`config.mk`:
```
export PLATFORM = sky130hd
export DESIGN_NAME = fxps_pe_gen
export DESIGN_NICKNAME = d
export VERILOG_FILES = /design/src/rtl/fxps_pe_gen.sv
export SDC_FILE = /design/constraint.sdc
export NUM_CORES = 1
export LEC_CHECK = 0
export ABC_AREA = 1
export BUFFER_PORTS_ARGS = -buffer_cell sky130_fd_sc_hd__buf_2
export CAP_MARGIN = 25
export CORE_MARGIN = 2
export CORE_UTILIZATION = 62
export DETAILED_ROUTE_END_ITERATION = 16
export PLACE_DENSITY = 0.84
export SLEW_MARGIN = 5
export SYNTH_ARGS = -nofsm -noshare
export SYNTH_HDL_FRONTEND = slang
export SYNTH_SLANG_ARGS = --single-unit
```
`constraint.sdc`:
```
create_clock -name clk -period 5.6 [get_ports clk]
set_input_delay 0.28 -clock clk [delete_from_list [all_inputs] [get_ports clk]]
set_output_delay 0.28 -clock clk [all_outputs]
set_load 0.02 [all_outputs]
```
`src/rtl/fxps_pe_gen.sv`:
```
// rtl/fxps_pe_gen.sv - fixed-point MAC processing element with row delay buffer; saturation enabled by FXPS_PE_SAT_EN
module fxps_pe_gen #(
    parameter int WIDTH = 8,
    parameter int FRAC  = 3,
    parameter int DEPTH = 3
) (
    input  logic             clk,
    input  logic             rstn,
    input  logic             en_in,
    input  logic             in_row,
    input  logic [WIDTH-1:0] in_data,
    input  logic             acc_clr,
    input  logic             en_out,
    output logic [WIDTH-1:0] out_data,
    output logic             out_valid,
    output logic             ovf
);

`ifdef FXPS_PE_SAT_EN
    localparam logic [WIDTH-1:0] W_MAX = {1'b0, {(WIDTH-1){1'b1}}};
    localparam logic [WIDTH-1:0] W_MIN = {1'b1, {(WIDTH-1){1'b0}}};
    localparam logic signed [2*WIDTH-1:0] P_MAX = {{(WIDTH+1){1'b0}}, {(WIDTH-1){1'b1}}};
    localparam logic signed [2*WIDTH-1:0] P_MIN = {{(WIDTH+1){1'b1}}, {(WIDTH-1){1'b0}}};
    logic signed [2*WIDTH-1:0] prod_shr;
    logic        [WIDTH:0]     sum_ext;
`endif

    logic [WIDTH-1:0] row_buf_q [DEPTH];
    logic [WIDTH-1:0] row_buf_d [DEPTH];
    logic [WIDTH-1:0] opa_q, opa_d;
    logic [WIDTH-1:0] opb_q, opb_d;
    logic             mul_v_q, mul_v_d;
    logic [WIDTH-1:0] prod_q, prod_d;
    logic             prod_v_q, prod_v_d;
    logic [WIDTH-1:0] acc_q, acc_d;
    logic             out_valid_q, out_valid_d;
    logic             ovf_q, ovf_d;

    logic signed [2*WIDTH-1:0] opa_ext, opb_ext;
    logic [WIDTH-1:0] acc_base;
    logic [WIDTH-1:0] sum_val;
    logic             prod_sat, sum_sat;

    // Row delay line: shift on a row sample, hold otherwise
    always_comb begin
        row_buf_d = row_buf_q;
        if (en_in && in_row) begin
            row_buf_d[0] = in_data;
            for (int i = 1; i < DEPTH; i++) begin
                row_buf_d[i] = row_buf_q[i-1];
            end
        end
    end

    // Stage 0: a column sample captures the pre-shift buffer tail as operand A
    always_comb begin
        opa_d   = opa_q;
        opb_d   = opb_q;
        mul_v_d = 1'b0;
        if (en_in && !in_row) begin
            opa_d   = row_buf_q[DEPTH-1];
            opb_d   = in_data;
            mul_v_d = 1'b1;
        end
    end

    // Stage 1: full-precision product, floor-shifted by FRAC, reduced to WIDTH
    always_comb begin
        opa_ext  = {{WIDTH{opa_q[WIDTH-1]}}, opa_q};
        opb_ext  = {{WIDTH{opb_q[WIDTH-1]}}, opb_q};
        prod_d   = prod_q;
        prod_v_d = mul_v_q;
`ifdef FXPS_PE_SAT_EN
        prod_shr = (opa_ext * opb_ext) >>> FRAC;
        prod_sat = (prod_shr > P_MAX) || (prod_shr < P_MIN);
        if (mul_v_q) begin
            if (prod_shr > P_MAX) begin
                prod_d = W_MAX;
            end else if (prod_shr < P_MIN) begin
                prod_d = W_MIN;
            end else begin
                prod_d = prod_shr[WIDTH-1:0];
            end
        end
`else
        prod_sat = 1'b0;
        if (mul_v_q) begin
            prod_d = WIDTH'((opa_ext * opb_ext) >>> FRAC);
        end
`endif
    end

    // Stage 2: clear-then-add accumulate, valid pulse and sticky overflow
    always_comb begin
        acc_base = acc_clr ? '0 : acc_q;
`ifdef FXPS_PE_SAT_EN
        sum_ext = {acc_base[WIDTH-1], acc_base} + {prod_q[WIDTH-1], prod_q};
        sum_sat = sum_ext[WIDTH] ^ sum_ext[WIDTH-1];
        if (sum_sat) begin
            sum_val = sum_ext[WIDTH] ? W_MIN : W_MAX;
        end else begin
            sum_val = sum_ext[WIDTH-1:0];
        end
`else
        sum_sat = 1'b0;
        sum_val = acc_base + prod_q;
`endif
        acc_d       = prod_v_q ? sum_val : acc_base;
        out_valid_d = prod_v_q;
        ovf_d       = acc_clr ? 1'b0
                              : (ovf_q | (mul_v_q & prod_sat) | (prod_v_q & sum_sat));
    end

    // Pipeline registers, all cleared asynchronously so in-flight work is dropped
    always_ff @(posedge clk or negedge rstn) begin
        if (!rstn) begin
            for (int i = 0; i < DEPTH; i++) begin
                row_buf_q[i] <= '0;
            end
            opa_q       <= '0;
            opb_q       <= '0;
            mul_v_q     <= 1'b0;
            prod_q      <= '0;
            prod_v_q    <= 1'b0;
            acc_q       <= '0;
            out_valid_q <= 1'b0;
            ovf_q       <= 1'b0;
        end else begin
            row_buf_q   <= row_buf_d;
            opa_q       <= opa_d;
            opb_q       <= opb_d;
            mul_v_q     <= mul_v_d;
            prod_q      <= prod_d;
            prod_v_q    <= prod_v_d;
            acc_q       <= acc_d;
            out_valid_q <= out_valid_d;
            ovf_q       <= ovf_d;
        end
    end

    assign out_data  = en_out ? acc_q : '0;
    assign out_valid = out_valid_q;
    assign ovf       = ovf_q;

endmodule

```
==> metrics.cfg <==
[outcome]
status=completed

[sta]
drv_slew=0
hold_viol_final=0
finalCritPeriodShare_pct=73.2
fmax_mhz=244
clock_skew_ns=0.0108
fin_crit_ns=4.10
tns_ns=0
setup_viol=0
rsz0062_at_grt=false
layout_setup_ws_ns=1.50
worst_pin_slew_ns=0.743
slew_headroom_pct=50.5

[drt]
drt_wl_total_um=8310
drc=0
drtIter0Drc=167
drt_first_pass_iters=6
wire_per_inst_um=12.1
ant_nets=0
num_vias=3384
viasPerCell=4.91

[global_routing]
grt_antenna_before_repair=0
gr-usage-all-layers_pct=24.5
gr-total-overflow=0
grt_first_pass_wirelength_um=14500
grt_max_degree=60
grt_pass1_vias=3358

[clocking]
clkTransAtPathRegs_ns=0.08
h-tree-depth=3
ctsRootBufferMaster=clkbuf_8
cts_inserted_buffers=9
clk_latency_ns=0.35
cts_setup_buffers=0
ctsHoldBuffers=0
cts_sinks=59
ctsLongestPathBuffers=2
postCtsResizedCells=0
tritoncts=done

[logic_synthesis]
synth-seq-cells=59
ys_seq_area_share_pct=33.8
syn_inst=573
synth.area.top_cells=dfrtp_1 (34%), nand2_1 (16%), fa_1 (15%)
yosys.area.top_type=dfrtp_1
postSynthAreaPerCell_um2=7.63
synth_fp_nets=647
synth_warnings=0
synth_cell_types=28
synth_top_area_share_pct=33.8
syn_area_mm2=0.00437

[critical_path]
cp_cell_sequence=inv_1 > nand2_1 > fa_1 > fa_1 > inv_1 > fa_1 > inv_1 > fa_1 > inv_1 > ha_1 > nand2_1 > nand2_1 > nand3_1 > nand2_1 > nor2_1 > nand3_1 > nand2_1 > nand2_1 > nand3_1 > nand2_1
critPathMostFrequentCell=nand2_1
r2r-start=opa_q[0]
arrival_ns=4.35
crit_path_end_kind=register
regToRegEndpoint=prod_q[7]
critPathLaunchType=register
path_max_fanout=6
cp.required_ns=5.85
cp_slowest_stage_delay_ns=0.55
slowest_stage=fa_1
critPathLaunch=opa_q[0]
crit_type=reg -> reg
reg2reg_depth=20
rrSetupSlack_ns=1.50
cp-endpoint=prod_q[7]

[finish]
final_util_pct=69.4
drive_gt1_share_pct=8.77
antenna_cells=0
nets=662
stdcell_area_mm2=0.00471
fillers=523
area_growth_pct=7.75

[placed_design]
pre_cts_slack_ns=1.45
dpl.hpwl_um=6440
place.port_buffers=22
dpl_cell_area_mm2=0.00450
gp_congestion=0.990

[power]
p_per_area_mw_per_mm2=397
finalPower_mw=1.87
vdd_drop_max_mv=0.266
p_leak_nw=2.82

[floorplan]
ios=24
placementRows=30
die_h_um=88.0
core_mm2=0.00679
die_x_um=88.0
start_util_pct=64.4
die-area_mm2=0.00774

[worst_hold_path]
hp-class=in -> async

[flow_run]
drv_cap=0

stage by stage:
stage	hold slack (ns)	instances
global placement	0.457	673
floorplan	-0.0156	573
detailed placement	0.459	673
CTS	0.0895	689
global route	0.121	689
finish	0.0456	689
worst max-delay path: cells and delay by family, from the launching register on:
kind | cells | cell delay [ns]
adders and majority gates | 5 | 2.45
DFF | 1 | 0.43
buffers and inverters | 4 | 0.27
and+or+nand+nor | 11 | 0.84
layout by cell type, fill, tap and decap left out, drive strengths merged, types with 15 or more instances in the layout:
cell and n:
nand2 185, ha 28, nand3 17, inv 141, o21ai 32, a21oi 15
dfrtp 59, buf 24, fa 32, nor2 28
final cells by class:
type                       instances  area, um^2  area share [%]
timing repair buffer              24         125            2.66
inverter                         139         522            11.1
multi-input combinational        355        2260            48.0
clock buffer                       9         124            2.63
tap                               96         120            2.55
clock inverter                     7        83.8            1.78
sequential                        59        1480            31.3
cell usage after synthesis:
cell type and instances:
nand2_1 182, inv_1 129, dfrtp_1 59, fa_1 32
o21ai_1 30, ha_1 28, nor2_1 27, nand3_1 17
a21oi_1 15, clkbuf_1 10, inv_2 8, xnor2_1 5
buf_2 4, buf_4 3, buf_6 3, nand2_2 3
clkinv_1 2, mux2_1 2, nand3b_1 2, o21ai_0 2
or2_1 2, xor2_1 2, and2_1 1, conb_1 1
nand4_1 1, nor2_2 1, nor3_1 1, o21bai_1 1
metal layers:
metal	GRT usage (%)	share of wire, %	vias to the layer above	wire length (um)
met5	0	0	-	0
li1	-	-	1707	-
met4	13.0	3.0	0	250
met1	30.5	43	1573	3570
met2	40.7	50	81	4160
met3	4.34	3.9	23	328
registers in the layout, summed over array words and instances, names as in the netlist:
name	flops
acc_q	8
mul_v_q	1
opa_q	8
opb_q	8
out_valid	1
out_valid_d	1
prod_q	8
row_buf_q	24
logic make-up after synthesis:
kind of cell	synth area share [%]
multiplexers	0.515
AO/OA/AOI/OAI	5.55
other	0.0858
AND/OR/NAND/NOR	21.5
buffers and inverters	14.5
XOR/XNOR	1.40
flip-flops	33.8
adder cells (fa/ha/maj)	22.7
where the power goes:
group          internal [mW]  switching [mW]
combinational          0.347           0.507
clock                  0.214           0.198
sequential             0.517          0.0884
total                   1.08           0.794
worst min-delay path by stage:
stage	from	to	slack (ns)	cells after the start
6_report	rstn	prod_q[7]	0.05	2
5_1_grt	rstn	prod_q[7]	0.12	2
4_1_cts	rstn	prod_q[7]	0.09	2
3_5_place_dp	row_buf_q[23]	row_buf_q[23]	0.46	2
3_3_place_gp	row_buf_q[23]	row_buf_q[23]	0.46	2
2_1_floorplan	rstn	acc_q[0]	-0.02	0
(Power assumes the default switching activity.)
